## config.mk

```make
export PLATFORM = sky130hd
export DESIGN_NAME = status_flags
export DESIGN_NICKNAME = d
export VERILOG_FILES = /design/src/rtl/status_flags.sv
export SDC_FILE = /design/constraint.sdc
export NUM_CORES = 1
export LEC_CHECK = 0
export ABC_AREA = 1
export CAP_MARGIN = 20
export CORE_MARGIN = 2
export CORE_UTILIZATION = 35
export DETAILED_ROUTE_END_ITERATION = 7
export PLACE_DENSITY = 0.86
export SYNTH_ARGS = -nofsm -noshare
export SYNTH_HDL_FRONTEND = slang
export SYNTH_SLANG_ARGS = --single-unit
```

## constraint.sdc

```tcl
create_clock -name clk -period 1.11 [get_ports clk]
set_input_delay 0.111 -clock clk [delete_from_list [all_inputs] [get_ports clk]]
set_output_delay 0.111 -clock clk [all_outputs]
set_load 0.03 [all_outputs]
```

## src/rtl/status_flags.sv

```systemverilog
`default_nettype none
// ============================================================================
// Module   : status_flags
// Purpose  : 6502 processor status register (P). Captures ALU flags under a
//            per-flag mask, executes set/clear instructions, loads P from
//            the data bus, builds the push image and decodes branches.
// Revision : 1.0 - initial release
// ============================================================================
module status_flags #(
  parameter logic RESET_I     = 1'b1,
  parameter int   DELAY_IMASK = 1
) (
  input  logic       clk,
  input  logic       reset_n,
  input  logic       alu_zero,
  input  logic       alu_negative,
  input  logic       alu_overflow,
  input  logic       alu_c_out,
  input  logic [3:0] flag_we,
  input  logic       sc_en,
  input  logic [1:0] sc_sel,
  input  logic       sc_val,
  input  logic       load_en,
  input  logic [7:0] load_data,
  input  logic       int_entry,
  input  logic       push_brk,
  input  logic [1:0] br_sel,
  input  logic       br_sense,
  output logic [7:0] p_push,
  output logic       c_in,
  output logic       bcd,
  output logic       irq_mask,
  output logic       branch_taken
);

  // Stored flags; bits 5 and 4 of P have no storage.
  logic r_n, r_v, r_d, r_i, r_z, r_c;
  logic r_irq_mask;

  logic w_n, w_v, w_d, w_i, w_z, w_c;
  logic w_mask_set;
  logic w_sel_flag;

  // A bus load shadows every other source, including interrupt entry.
  assign w_mask_set = int_entry & ~load_en;

  // Next-state flags: sources applied lowest priority first so later ones win.
  always_comb begin
    w_n = r_n;
    w_v = r_v;
    w_d = r_d;
    w_i = r_i;
    w_z = r_z;
    w_c = r_c;
    if (load_en) begin
      w_n = load_data[7];
      w_v = load_data[6];
      w_d = load_data[3];
      w_i = load_data[2];
      w_z = load_data[1];
      w_c = load_data[0];
    end else begin
      if (flag_we[0]) w_c = alu_c_out;
      if (flag_we[1]) w_z = alu_zero;
      if (flag_we[2]) w_v = alu_overflow;
      if (flag_we[3]) w_n = alu_negative;
      if (sc_en) begin
        case (sc_sel)
          2'd0:    w_c = sc_val;
          2'd1:    w_i = sc_val;
          2'd2:    w_d = sc_val;
          default: w_v = sc_val;
        endcase
      end
      if (int_entry) w_i = 1'b1;
    end
  end

  // Flag storage plus the delayed interrupt mask (interrupt entry bypasses the delay).
  always_ff @(posedge clk or negedge reset_n) begin
    if (!reset_n) begin
      r_n        <= 1'b0;
      r_v        <= 1'b0;
      r_d        <= 1'b0;
      r_i        <= RESET_I;
      r_z        <= 1'b0;
      r_c        <= 1'b0;
      r_irq_mask <= RESET_I;
    end else begin
      r_n        <= w_n;
      r_v        <= w_v;
      r_d        <= w_d;
      r_i        <= w_i;
      r_z        <= w_z;
      r_c        <= w_c;
      r_irq_mask <= w_mask_set | r_i;
    end
  end

  generate
    if (DELAY_IMASK != 0) begin : g_imask_delayed
      assign irq_mask = r_irq_mask;
    end else begin : g_imask_direct
      assign irq_mask = r_i;
    end
  endgenerate

  // Branch condition flag selection from registered state only.
  always_comb begin
    w_sel_flag = r_c;
    case (br_sel)
      2'd0:    w_sel_flag = r_c;
      2'd1:    w_sel_flag = r_z;
      2'd2:    w_sel_flag = r_v;
      default: w_sel_flag = r_n;
    endcase
  end

  assign branch_taken = (w_sel_flag == br_sense);
  assign p_push       = {r_n, r_v, 1'b1, push_brk, r_d, r_i, r_z, r_c};
  assign c_in         = r_c;
  assign bcd          = r_d;

endmodule
`default_nettype wire
```

==> flow_metrics.env <==
export IMPL_fill_cell_total_of_the_finished_layout=145
export IMPL_drtIter0Drc=5
export IMPL_grt_setup_unrepaired="true"
export IMPL_finalInstanceArea_um2=905
export IMPL_die_height_um=43.3
export IMPL_final_layout_size_suffix_gt1_share_pct=27.6
export IMPL_worstPathArrival_ns=1.13
export IMPL_part_of_the_yosys_area_used_for_sequential_elements_pct=32.9
export IMPL_die_w_um=43.3
export IMPL_clock_latency_ns=0.24
export IMPL_syn_num_nets=108
export IMPL_grt_pass1_wl_um=2570
export IMPL_postSynth_asyncResetShare_pct=100
export IMPL_fin_worst_setup_slack_ns=-0.130
export IMPL_crit_fanout=2
export IMPL_ys_top_cells_by_area="dfrtp_1 23%, nand2_1 21%, buf_4 11%"
export IMPL_synth_area_um2=539
export IMPL_timing_final_crit_share_pct=112
export IMPL_rows=14
export IMPL_power_per_cell_area_mw_per_mm2=1020
export IMPL_total_half_perimeter_wirelength_after_legalization_and_detailed_placement_um=1120
export IMPL_routabilityCongestion=0.698
export IMPL_core_area_mm2=0.00147
export IMPL_synthesis_yosys_warnings=0
export IMPL_vias_in_the_first_global_route=616
export IMPL_cts_hold_buffers=0
export IMPL_detail_route_antenna_nets=0
export IMPL_irDropWorstVdd_v=0.000525
export IMPL_io_buffer_count=34
export IMPL_number_of_synthesized_flops_with_an_enable_pin=0
export IMPL_worst_ep_required_ns=1.00
export IMPL_route_final_wire_length_um=1460
export IMPL_min_period_ns=1.24
export IMPL_antenna_found_initial=0
export IMPL_synth_main_ff_cell="dfrtp_1"
export IMPL_worst_setup_path_start_kind="flip-flop"
export IMPL_syn_instance_count=80
export IMPL_cap_violations=0
export IMPL_route_detailed_drc=0
export IMPL_fin_skew_ns=0.0000367
export IMPL_finish_net_count=145
export IMPL_floorplan_initialDensity_pct=36.6
export IMPL_vias_per_cell=4.70
export IMPL_critPathCaptureType="primary output"
export IMPL_track_usage_pct=18.3
export IMPL_synth_largest_type_area_fraction_pct=23.2
export IMPL_hold_viol=0
export IMPL_cts_buffers=3
export IMPL_floorplan_io_pins=40
export IMPL_placement_cell_area_um2=818
export IMPL_postSynthAreaPerCell_um2=6.74
export IMPL_relative_area_change_from_synthesis_to_final_layout_pct=67.7
export IMPL_routed_wire_length_per_instance_um=11.1
export IMPL_largest_buffer_count_on_any_clock_path=2
export IMPL_fp_dieArea_mm2=0.00187
export IMPL_hold_path_class="input pin to asynchronous set/reset pin"
export IMPL_worstSetupPathType="flip-flop to primary output"
export IMPL_grt_max_degree=8
export IMPL_gr_total_overflow=0
export IMPL_synth_cell_types=17
export IMPL_clock_sinks=7
export IMPL_tritoncts="built"
export IMPL_final_count_of_pins_violating_max_slew=0
export IMPL_clock_tree_root_cell="clkbuf_4"
export IMPL_leakagePower_nw=0.473
export IMPL_antennaDiodeCount=0
export IMPL_run_status="complete, but fails checks"
export IMPL_worst_r2r_path_depth=7
export IMPL_dr_total_vias=621
export IMPL_yosysTopAreaCell="dfrtp_1"
export IMPL_finalSetupViolations=1
export IMPL_power_mw=0.923
export IMPL_synth_seq_cells=7
export IMPL_drt_pass1_iter_count=6
export IMPL_violations="negative setup slack"
export IMPL_clkSlewWorstSetupHoldPaths_ns=0.06
export IMPL_htree_num_levels=1
export IMPL_timing_fmax_mhz=807
[worst max-delay path, stage by stage (launching register included)]
cell and delay (ns):
dfrtp_1 0.40, nand2_2 0.08, nand3_2 0.09, nand2_1 0.07
nand2_1 0.05, nand2_1 0.07, buf_6 0.13
[timing repair]
action                     4_1_cts  5_1_grt
buffers inserted                 4        1
cloned                           0        0
setup endpoints to repair        1        1
pin swaps                        1        0
gates resized for setup          3        4
[routing by layer]
layer | up-vias | routed length, µm | GRT usage [%]
met2 | 25 | 823 | 34.6
met1 | 277 | 512 | 18.3
li1 | 317 | - | -
met5 | - | 0 | 0
met4 | 0 | 5 | 8.48
met3 | 2 | 121 | 4.26
[path summary, 6_finish.rpt]
kind / start / end / slack, ns
worst max register to register: r_v / r_v / 0.16
worst min-delay path: reset_n / bcd / 0.13
worst min register to register: r_i / irq_mask / 0.49
max in group asynchronous: reset_n / irq_mask / 0.69
worst max-delay path: r_n / branch_taken / -0.13
min in group clk: push_brk / p_push[4] / 0.22
[final cells by class]
type                            count  area, µm²  area share (%)
Tap cell                           16       20.0            2.21
Multi-Input combinational cell     53        256            28.4
Clock buffer                        4       26.3            2.90
Timing Repair Buffer               41        378            41.8
Sequential cell                     7        178            19.6
Inverter                           11       46.3            5.12
[logic make-up (layout without fill, tap and decap cells)]
family,Yosys count,after routing,share of synthesized area (%)
DFF,7,7,32.9
AOI/OAI and AO/OA,6,6,7.66
and+or+nand+nor,46,46,36.9
other,1,1,0.695
buffers and inverters,20,56,21.8
[stage by stage]
stage               hold slack (ns)  TNS (ns)  worst slack (ns)  cells  util, %
floorplan                    -0.185         0           0.00714     80        -
global placement              0.223   -0.0866           -0.0866    123     55.6
detailed placement            0.223    -0.179            -0.150    123     55.6
CTS                           0.131    -0.121            -0.121    131     59.9
global route                  0.146    -0.222            -0.201    132     61.5
finish                        0.126    -0.130            -0.130    132     61.5
[cells in the mapped netlist, types with 2 or more instances]
master and instances:
dfrtp_1 5, nand2_1 30, nor2_1 3, inv_1 8, inv_2 2, nand4_1 2
buf_4 8, nand3_1 9, o21ai_1 4, dfstp_2 2
[cell usage in the layout, fill, tap and decap left out, drive strengths merged]
cell type and count:
nor2 3, conb 1, clkdlybuf4s50 23, nand4 2
dlygate4sd2 1, dfrtp 5, nand3 9, o211ai 1
dfstp 2, inv 11, clkbuf 4, o21ai 5
nand2 32, buf 17
[report_power, final]
group	switching, mW	leakage (nW)	internal [mW]
clock network	0.0913	0.0150	0.137
registers	0.0152	0.0814	0.287
logic	0.201	0.376	0.192
[sequential cells by signal, summed over array words and instances (netlist names)]
register  count
r_z           1
c_in          1
r_i           1
bcd           1
irq_mask      1
r_v           1
r_n           1
Power figures use the tool's default switching activity.
